==> src/rtl/uart_pkg.sv <==
// rtl/uart_pkg.sv - shared constants, feeder state type and ack timer sizing for the uart feeder
package uart_pkg;

  localparam int DEF_DATA_W      = 7;
  localparam int DEF_DEPTH       = 16;
  localparam int DEF_ACK_TIMEOUT = 15;

  // Ack timer counts 0..timeout-1, so it needs clog2(timeout) bits (at least one).
  function automatic int ack_tmr_width(input int timeout);
    return (timeout < 2) ? 1 : $clog2(timeout);
  endfunction

  localparam int DEF_ACK_TMR_W = ack_tmr_width(DEF_ACK_TIMEOUT);

  typedef enum logic [1:0] {
    ST_IDLE      = 2'd0,
    ST_ISSUE     = 2'd1,
    ST_WAIT_ACK  = 2'd2,
    ST_WAIT_DONE = 2'd3
  } feeder_state_e;

endpackage

==> src/rtl/uart_sync_fifo.sv <==
// rtl/uart_sync_fifo.sv - single-clock character FIFO with occupancy count
module uart_sync_fifo
  import uart_pkg::*;
#(
  parameter int DEPTH  = DEF_DEPTH,
  parameter int DATA_W = DEF_DATA_W
) (
  input  logic                    clk,
  input  logic                    res,
  input  logic                    i_push,
  input  logic [DATA_W-1:0]       i_push_data,
  input  logic                    i_pop,
  output logic [DATA_W-1:0]       o_head,
  output logic                    o_full,
  output logic                    o_empty,
  output logic [$clog2(DEPTH):0]  o_count
);

  localparam int PTR_W = $clog2(DEPTH);
  localparam int CNT_W = PTR_W + 1;
  localparam logic [CNT_W-1:0] FULL_CNT = CNT_W'(DEPTH);

  logic [DATA_W-1:0] r_mem [DEPTH];
  logic [PTR_W-1:0]  r_wr_ptr;
  logic [PTR_W-1:0]  r_rd_ptr;
  logic [CNT_W-1:0]  r_count;

  logic w_do_push;
  logic w_do_pop;

  // Full/empty come from the registered count only; a push while full is refused
  // even if a pop happens in the same cycle.
  assign o_full    = (r_count == FULL_CNT);
  assign o_empty   = (r_count == '0);
  assign o_count   = r_count;
  assign o_head    = r_mem[r_rd_ptr];
  assign w_do_push = i_push && !o_full;
  assign w_do_pop  = i_pop && !o_empty;

  // Storage write; contents need no reset because the count gates every read.
  always_ff @(posedge clk) begin
    if (w_do_push) begin
      r_mem[r_wr_ptr] <= i_push_data;
    end
  end

  // Pointers wrap naturally at DEPTH (power of two); count tracks push minus pop.
  always_ff @(posedge clk) begin
    if (res) begin
      r_wr_ptr <= '0;
      r_rd_ptr <= '0;
      r_count  <= '0;
    end else begin
      if (w_do_push) begin
        r_wr_ptr <= r_wr_ptr + 1'b1;
      end
      if (w_do_pop) begin
        r_rd_ptr <= r_rd_ptr + 1'b1;
      end
      case ({w_do_push, w_do_pop})
        2'b10:   r_count <= r_count + 1'b1;
        2'b01:   r_count <= r_count - 1'b1;
        default: r_count <= r_count;
      endcase
    end
  end

endmodule

==> src/rtl/uart_tx_feeder.sv <==
// rtl/uart_tx_feeder.sv - buffers characters and drains them into the uart data/wr/busy port
module uart_tx_feeder
  import uart_pkg::*;
#(
  parameter int DEPTH       = DEF_DEPTH,
  parameter int DATA_W      = DEF_DATA_W,
  parameter int ACK_TIMEOUT = DEF_ACK_TIMEOUT
) (
  input  logic                    clk,
  input  logic                    res,
  input  logic [DATA_W-1:0]       in_data,
  input  logic                    in_valid,
  output logic                    in_ready,
  output logic [DATA_W-1:0]       uart_data,
  output logic                    uart_wr,
  input  logic                    uart_busy,
  output logic [$clog2(DEPTH):0]  count,
  output logic                    empty,
  output logic                    overflow
);

  localparam int TMR_W = ack_tmr_width(ACK_TIMEOUT);
  localparam logic [TMR_W-1:0] TMR_LAST = TMR_W'(ACK_TIMEOUT - 1);

  feeder_state_e r_state;
  feeder_state_e w_state_nxt;

  logic [DATA_W-1:0]      r_data;
  logic [TMR_W-1:0]       r_tmr;
  logic                   r_overflow;

  logic                   w_full;
  logic                   w_empty;
  logic [$clog2(DEPTH):0] w_count;
  logic [DATA_W-1:0]      w_head;
  logic                   w_pop;
  logic                   w_wr;
  logic                   w_tmr_clr;
  logic                   w_tmr_inc;

  uart_sync_fifo #(
    .DEPTH  (DEPTH),
    .DATA_W (DATA_W)
  ) u_fifo (
    .clk         (clk),
    .res         (res),
    .i_push      (in_valid),
    .i_push_data (in_data),
    .i_pop       (w_pop),
    .o_head      (w_head),
    .o_full      (w_full),
    .o_empty     (w_empty),
    .o_count     (w_count)
  );

  assign in_ready  = !w_full;
  assign count     = w_count;
  assign empty     = w_empty;
  assign overflow  = r_overflow;
  assign uart_data = r_data;
  assign uart_wr   = w_wr;

  // Drain state register.
  always_ff @(posedge clk) begin
    if (res) begin
      r_state <= ST_IDLE;
    end else begin
      r_state <= w_state_nxt;
    end
  end

  // Drain sequencing: pop only when the uart is idle, pulse wr once, then wait for
  // busy to rise (bounded by the ack timer) and fall before the next character.
  always_comb begin
    w_state_nxt = r_state;
    w_pop       = 1'b0;
    w_wr        = 1'b0;
    w_tmr_clr   = 1'b0;
    w_tmr_inc   = 1'b0;
    case (r_state)
      ST_IDLE: begin
        if (!w_empty && !uart_busy) begin
          w_pop       = 1'b1;
          w_state_nxt = ST_ISSUE;
        end
      end
      ST_ISSUE: begin
        w_wr        = 1'b1;
        w_tmr_clr   = 1'b1;
        w_state_nxt = ST_WAIT_ACK;
      end
      ST_WAIT_ACK: begin
        if (uart_busy) begin
          w_state_nxt = ST_WAIT_DONE;
        end else if (r_tmr == TMR_LAST) begin
          // uart never acknowledged; the character is dropped, not retried
          w_state_nxt = ST_IDLE;
        end else begin
          w_tmr_inc = 1'b1;
        end
      end
      ST_WAIT_DONE: begin
        if (!uart_busy) begin
          w_state_nxt = ST_IDLE;
        end
      end
      default: begin
        w_state_nxt = ST_IDLE;
      end
    endcase
  end

  // Output character register: loaded on pop, held until the next pop.
  always_ff @(posedge clk) begin
    if (res) begin
      r_data <= '0;
    end else if (w_pop) begin
      r_data <= w_head;
    end
  end

  // Ack timer: cleared while issuing, advanced each WAIT_ACK cycle without busy.
  always_ff @(posedge clk) begin
    if (res) begin
      r_tmr <= '0;
    end else if (w_tmr_clr) begin
      r_tmr <= '0;
    end else if (w_tmr_inc) begin
      r_tmr <= r_tmr + 1'b1;
    end
  end

  // Sticky overflow flag: any write attempt while full is remembered until reset.
  always_ff @(posedge clk) begin
    if (res) begin
      r_overflow <= 1'b0;
    end else if (in_valid && w_full) begin
      r_overflow <= 1'b1;
    end
  end

endmodule

==> config.mk <==
export PLATFORM = sky130hd
export DESIGN_NAME = uart_tx_feeder
export DESIGN_NICKNAME = d
export VERILOG_FILES = /design/src/rtl/uart_pkg.sv /design/src/rtl/uart_sync_fifo.sv /design/src/rtl/uart_tx_feeder.sv
export SDC_FILE = /design/constraint.sdc
export NUM_CORES = 1
export LEC_CHECK = 0
export ABC_CLOCK_PERIOD_IN_PS = 2800
export BUFFER_PORTS_ARGS = -buffer_cell sky130_fd_sc_hd__buf_4
export CAP_MARGIN = 10
export CORE_MARGIN = 2
export CORE_UTILIZATION = 32
export CTS_CLUSTER_SIZE = 28
export DETAILED_ROUTE_END_ITERATION = 12
export PLACE_DENSITY = 0.48
export RECOVER_POWER = 100
export SETUP_SLACK_MARGIN = 0.02
export SLEW_MARGIN = 0
export SYNTH_ARGS = -nofsm -noshare
export SYNTH_HDL_FRONTEND = slang
export SYNTH_SLANG_ARGS = --single-unit
==> constraint.sdc <==
create_clock -name clk -period 2.8 [get_ports clk]
set_clock_uncertainty 0.1 [all_clocks]
set_input_delay 0.56 -clock clk [delete_from_list [all_inputs] [get_ports clk]]
set_output_delay 0.56 -clock clk [all_outputs]
set_load 0.05 [all_outputs]
==> results.json, run 1 <==
{
  "path_cells": "nor4_4, buf_4, a21boi_4, ha_2, clkbuf_1, fa_2, a21o_1, a21oi_1, mux2i_1, mux2_2",
  "grt_pass1_vias": 3158,
  "ys_seq_elements": 139,
  "gp_congestion": 0.767,
  "grt_usage": 0.140,
  "cp-start-kind": "flip-flop",
  "synth_simple_gate_area_share": 0.0670,
  "crit_arrival_ns": 2.87,
  "synthMuxAreaShare": 0.111,
  "syn_area_um2": 5700,
  "hold_viol_final": 0,
  "pwr-share-seq": 0.412,
  "avgSynthCellArea_um2": 15.4,
  "power_frac_comb": 0.237,
  "num_rows": 48,
  "grt_overflow_total": 0,
  "finalSetupViolations": 0,
  "io_pins": 27,
  "internal-power_mw": 4.19,
  "fin_area_um2": 6640,
  "fin_crit_sh": 0.955,
  "synth_top_family_by_area": "multiplexers",
  "drt-pass1-iter-count": 4,
  "layout-drive-gt1-share": 0.137,
  "start_util": 0.328,
  "tightestPinTransition_ns": 1.07,
  "cts_resized": 0,
  "maxCapViolCount": 0,
  "outcome": "completed",
  "peakVddDrop_uv": 503,
  "wirelength_mm": 12.1,
  "synth-xor-area-share": 0.0184,
  "ctsHtreeMaxLevel": 4,
  "clock_latency_ns": 0.41,
  "vias_per_cell": 4.91,
  "antenna_found_initial": 0,
  "switching_share": 0.320,
  "clock.fmax_ghz": 0.374,
  "synth_nets": 392,
  "final_core_util": 0.383,
  "criticalPathCategory": "flip-flop to flip-flop",
  "synth_edf_count": 112,
  "core_area_um2": 17400,
  "ant_nets": 0,
  "slew_headroom": 0.281,
  "fp.dieW_um": 137,
  "fill_cells": 1631,
  "cts_made_buffers": 17,
  "drc_errors": 0,
  "clock-sinks": 139,
  "cp_slowest_cell": "dfxtp_4",
  "p_leak_nw": 2.11,
  "num_vias": 3180,
  "synth_area_leaders": "edfxtp_1, dfxtp_1, mux2i_1",
  "pwr-share-clk": 0.350,
  "synth_cells": 369,
  "grt_setup_unrepaired": "no",
  "regArea_um2": 3920,
  "placed_cells": 615,
  "fin_crit_ns": 2.67,
  "ys_seq_area_frac": 0.685,
  "yosysTopAreaCellShare": 0.590,
  "port_buffers": 26,
  "routedWlPerCell_um": 18.7,
  "grt_pass1_wl_mm": 18.7,
  "hp-class": "primary input to flip-flop",
  "tns_ns": 0,
  "dp_hpwl_mm": 8.16,
  "finalPower_mw": 6.16,
  "slowest_delay_ns": 0.37,
  "area_delta_synth_final_pct": 16.5,
  "die_h_um": 137,
  "synth_top_area_cell": "edfxtp_1",
  "synthAdderAreaFrac": 0.0277,
  "dpl-instance-area_um2": 6210,
  "final_nets": 433,
  "root_buffer": "clkbuf_16",
  "cts_tree": "yes",
  "p_per_area_nw_per_um2": 928,
  "multiInputGateArea_um2": 1650,
  "final_cell_count_no_fill": 648,
  "required_ns": 3.00,
  "die_area_um2": 18900,
  "end_kind": "flip-flop",
  "synth_compound_area_frac": 0.0650,
  "cts_hold_buf": 0,
  "yosys_most_used_dff": "edfxtp_1",
  "slew_viol_final": 0,
  "synthArstFlopShare": 0,
  "clk_pin_slew_ns": 0.06,
  "ys_types": 46,
  "critPathMaxFanout": 6,
  "clock_path_buffers": 2,
  "grt_max_degree": 50,
  "yosys_warnings": 0,
  "p_sw_mw": 1.97,
  "diodes": 0,
  "drtIter0Drc": 145
}
## what timing repair did
item,in CTS,in global routing
setup buffers,0,1
hold endpoints to repair,0,0
endpoints found under the setup margin,0,1
## worst paths after layout
| path | startpoint | end | slack [ns] | depth (start not counted) |
|---|---|---|---|---|
| worst min-delay path | uart_busy | r_state[0] | 0.30 | 3 |
| worst min register to register | overflow | overflow | 0.37 | 2 |
| worst max register to register | u_fifo.o_count[1] | u_fifo.o_count[4] | 0.13 | 10 |
| worst max-delay path | u_fifo.o_count[1] | u_fifo.o_count[4] | 0.13 | 10 |
## synthesized netlist by cell type (3+ instances only)
| cell | instances |
|---|---|
| a2111oi_1 | 4 |
| a211oi_1 | 5 |
| a21oi_1 | 6 |
| a311oi_1 | 3 |
| and3_1 | 3 |
| buf_2 | 5 |
| buf_4 | 3 |
| buf_6 | 4 |
| clkbuf_1 | 6 |
| dfxtp_1 | 27 |
| edfxtp_1 | 112 |
| ha_1 | 11 |
| inv_1 | 6 |
| mux2i_1 | 42 |
| mux4_2 | 9 |
| nand2_1 | 6 |
| nand2b_1 | 4 |
| nand3_1 | 4 |
| nand3b_1 | 3 |
| nor2_1 | 42 |
| nor2b_1 | 3 |
| nor3_1 | 4 |
| o211ai_1 | 3 |
| o22ai_1 | 19 |
| xnor2_1 | 4 |
| xor2_1 | 8 |
## layout by cell type (no fill, tap or decap), types with 5 or more instances in the layout
| cell type | n |
|---|---|
| a211oi_1 | 5 |
| nor3_1 | 5 |
| ha_1 | 10 |
| clkbuf_1 | 37 |
| dfxtp_1 | 21 |
| clkbuf_16 | 17 |
| buf_4 | 5 |
| nor2_1 | 42 |
| mux4_2 | 9 |
| xor2_1 | 8 |
| nand2_1 | 6 |
| o22ai_1 | 19 |
| a21oi_1 | 6 |
| inv_1 | 6 |
| edfxtp_1 | 112 |
| mux2i_1 | 42 |
## registers in the layout, summed over array words and instances (netlist names)
signal,cells
overflow,1
r_state,2
r_tmr,4
u_fifo.o_count,5
u_fifo.r_mem,112
u_fifo.r_rd_ptr,4
u_fifo.r_wr_ptr,4
uart_data,7
## routing by layer
layer,vias up,global-route usage,wire length (um),share of wire
li1,1499,-,-,-
met1,1620,0.182,5760,0.47
met2,53,0.221,5800,0.48
met3,8,0.0412,433,0.036
met4,0,0.0544,130,0.011
met5,-,0,0,0
## critical path, delay by kind of cell (launching register included)
family,cells,cell delay (ns)
mux,2,0.55
simple gates,1,0.25
buf+inv,2,0.32
flops,1,0.37
fa+ha+maj,2,0.58
compound gates,3,0.40
## area by class of cell
type	instances	area share
tap	225	0.0424
sequential	139	0.590
inverter	6	0.00339
clock inverter	13	0.0215
clock buffer	19	0.0652
multi-input combinational	204	0.248
timing repair buffer	42	0.0292
## power by group through the flow
stage / registers, mW / clock network, mW / logic, mW
after CTS: 2.55 / 2.21 / 1.59
after floorplan: 2.79 / 0 / 0.945
after global placement: 2.58 / 0 / 1.57
after detailed placement: 2.59 / 0 / 1.59
after global routing: 2.57 / 2.30 / 1.59
final: 2.54 / 2.16 / 1.46
## through the flow
step / worst slack, ns / hold slack, ns
after floorplan: 0.0393 / 0.394
after global placement: 0.0505 / 0.367
after detailed placement: 0.0485 / 0.365
after CTS: 0.0581 / 0.297
after global routing: 0.0286 / 0.311
final: 0.126 / 0.305
## cell families (layout without fill, tap and decap cells)
kind of cell	count (synthesis)	in the layout
AO/OA/AOI/OAI	52	52
XOR/XNOR	12	12
adder cells (fa/ha/maj)	12	12
buffers and inverters	26	80
flip-flops	139	139
multiplexers	52	52
AND/OR/NAND/NOR	76	76
(Power assumes the default switching activity.)
==> inputs of run 2 (changes only) <==
Settings changed: SETUP_SLACK_MARGIN 0.02 to default, SYNTH_HIERARCHICAL from default to 1.
==> run 2 against run 1 <==
  * Combinational power rose by 21%
  * Sequential power rose by 2%
  * Setup slack got worse by 0.029 ns
  * Largest power group unchanged
==> results.json, run 2 <==
{
  "cp.buffers_inverters": 1,
  "port_buffers": 26,
  "grt_overflow_total": 0,
  "dp_hpwl_mm": 8.24,
  "final_cell_count_no_fill": 658,
  "cts_tree": "yes",
  "tightestPinTransition_ns": 1.08,
  "critPathMaxFanout": 12,
  "die_area_um2": 19600,
  "crit_arrival_ns": 2.89,
  "slew_viol_final": 0,
  "r2r_start": "u_fifo/o_count[1]",
  "hp-class": "primary input to flip-flop",
  "p_sw_mw": 2.04,
  "r2r_slack_ns": 0.1,
  "power_frac_comb": 0.272,
  "peakVddDrop_uv": 561,
  "reg2regPathDepth": 10,
  "maxCapViolCount": 0,
  "start_util": 0.328,
  "critPathTopFamily": "simple AND/OR/NAND/NOR gates",
  "outcome": "completed",
  "pwr-share-clk": 0.331,
  "reg2reg_to": "u_fifo/o_count[4]",
  "switching_share": 0.314,
  "area_delta_synth_final_pct": 17.1,
  "core_area_um2": 18000,
  "mostFrequentLayoutCells": "edfxtp_1, nor2_1, clkbuf_1, dfxtp_1, mux4_2",
  "cp_slowest_cell": "or4_4",
  "post-place-ws_ns": 0.0302,
  "p_leak_nw": 2.33,
  "gp_congestion": 0.751,
  "grt_max_degree": 30,
  "avgSynthCellArea_um2": 16.1,
  "die_h_um": 140,
  "criticalPathCategory": "flip-flop to flip-flop",
  "vias_per_cell": 5.01,
  "yosys_warnings": 6,
  "met1_usage": 0.192,
  "fin_crit_sh": 0.965,
  "top_register": "u_fifo/r_mem",
  "synth_area_leaders": "edfxtp_1, mux4_2, dfxtp_1",
  "synth_edf_count": 112,
  "holdPathStages": 3,
  "final_nets": 438,
  "drtIter0Drc": 228,
  "clock.fmax_ghz": 0.370,
  "clock-sinks": 143,
  "hold_end": "overflow",
  "fp.dieW_um": 140,
  "diodes": 0,
  "grt_pass1_vias": 3231,
  "synth_nets": 388,
  "pwr-share-seq": 0.396,
  "clk_pin_slew_ns": 0.06,
  "clock_path_buffers": 2,
  "end_kind": "flip-flop",
  "ant_nets": 0,
  "grtUsageMet2": 0.204,
  "slowest_delay_ns": 0.59,
  "fin_crit_ns": 2.70,
  "ys_types": 58,
  "ys_seq_area_frac": 0.675,
  "layout_commonest_cell": "edfxtp_1",
  "wirelength_mm": 12.8,
  "busiest_layer": "met2",
  "internal-power_mw": 4.47,
  "grt_setup_unrepaired": "no",
  "grt_use_met3": 0.0327,
  "setup_slack_ns": 0.0969,
  "clock_latency_ns": 0.41,
  "drt-pass1-iter-count": 5,
  "num_rows": 49,
  "synth_cells": 367,
  "hold_viol_final": 0,
  "ys_seq_elements": 143,
  "routedWlPerCell_um": 19.4,
  "largest_register_ffs": 112,
  "yosysTopAreaCellShare": 0.569,
  "p_per_area_nw_per_um2": 941,
  "drc_errors": 0,
  "ctsHtreeMaxLevel": 4,
  "grt_usage": 0.135,
  "synth.most_common_cell": "edfxtp_1",
  "cts_made_buffers": 17,
  "layout-drive-gt1-share": 0.205,
  "num_vias": 3295,
  "io_pins": 27,
  "antenna_found_initial": 0,
  "hp-start": "in_valid",
  "slew_headroom": 0.274,
  "finalSetupViolations": 0,
  "required_ns": 2.98,
  "grt_pass1_wl_mm": 19.4,
  "yosys_most_used_dff": "edfxtp_1",
  "syn_area_um2": 5910,
  "fill_cells": 1718,
  "cp-start-kind": "flip-flop",
  "yosys-top-cells-count": "edfxtp_1, nor2_1, dfxtp_1",
  "synth_top_area_cell": "edfxtp_1",
  "root_buffer": "clkbuf_16",
  "placed_cells": 623,
  "synthArstFlopShare": 0,
  "path_cells": "or4_4, o21a_1, inv_1, ha_4, xor2_1, ha_2, nand2_1, o21ai_2, nor3_1, nand4bb_1"
}
-- run 2: area by class of cell --
class                   count  area (um^2)  area share
clock inverters            14          144      0.0208
flip-flops and latches    143         3990       0.577
repair buffers             52          270      0.0391
clock buffers              17          425      0.0615
well taps                 229          287      0.0414
multi-input cells         193         1760       0.255
inverters                  10         37.5     0.00543
-- run 2: kinds of logic (layout without fill, tap and decap cells) --
group | after synthesis | count (layout) | share of synthesized area
AOI/OAI and AO/OA | 41 | 41 | 0.0587
xor gates and xnor gates | 7 | 7 | 0.0104
and+or+nand+nor | 95 | 95 | 0.0828
buffers and inverters | 31 | 93 | 0.0252
muxes | 40 | 40 | 0.127
adders and majority gates | 10 | 10 | 0.0212
DFF | 143 | 143 | 0.675
-- run 2: worst register-to-register path, delay by kind of cell (launching register included) --
| kind | cells | cell delay, ns |
|---|---|---|
| compound gates | 2 | 0.45 |
| flops | 1 | 0.33 |
| fa+ha+maj | 2 | 0.46 |
| buf+inv | 1 | 0.13 |
| simple gates | 4 | 0.91 |
| xor+xnor | 1 | 0.19 |
-- run 2: power by group through the flow --
stage | Sequential, mW | Combinational (mW) | Clock, mW
after floorplan | 2.79 | 1.18 | 0
after global placement | 2.63 | 1.81 | 0
after detailed placement | 2.63 | 1.83 | 0
after CTS | 2.59 | 1.84 | 2.21
after global routing | 2.60 | 1.90 | 2.29
final | 2.58 | 1.77 | 2.16
-- run 2: routing by layer --
metal | up-vias | part of all wire
met3 | 9 | 0.040
li1 | 1526 | -
met1 | 1688 | 0.49
met5 | - | 0
met4 | 0 | 0.0087
met2 | 72 | 0.47
-- run 2: what timing repair did --
| action | in CTS | in global routing |
|---|---|---|
| buffers inserted | 0 | 3 |
| endpoints found under the setup margin | 0 | 1 |
| gates resized for setup | 0 | 2 |
| hold buffers | 0 | 0 |
| hold endpoints to repair | 0 | 0 |
-- run 2: worst max path at each step --
| stage | startpoint | endpoint | slack [ns] | cells past startpoint |
|---|---|---|---|---|
| 2_1_floorplan | u_fifo/o_count[1] | u_fifo/o_count[4] | -0.45 | 15 |
| 3_3_place_gp | u_fifo/o_count[1] | u_fifo/o_count[4] | 0.16 | 11 |
| 3_5_place_dp | u_fifo/o_count[1] | u_fifo/o_count[4] | 0.03 | 10 |
| 4_1_cts | u_fifo/o_count[1] | u_fifo/o_count[4] | 0.03 | 10 |
| 5_1_grt | u_fifo/o_count[3] | u_fifo/o_count[4] | 0.02 | 12 |
| 6_report | u_fifo/o_count[1] | u_fifo/o_count[4] | 0.1 | 10 |
-- run 2: stage by stage --
stage,TNS [ns],utilization,total power [mW],area (um^2),hold WS (ns)
6_report,0,0.384,6.51,6920,0.333
5_1_grt,0,0.384,6.79,6920,0.329
4_1_cts,0,0.391,6.63,7060,0.345
3_5_place_dp,0,0.360,4.46,6490,0.371
3_3_place_gp,0,0.360,4.43,6490,0.350
2_1_floorplan,-1.29,-,3.97,5940,0.366
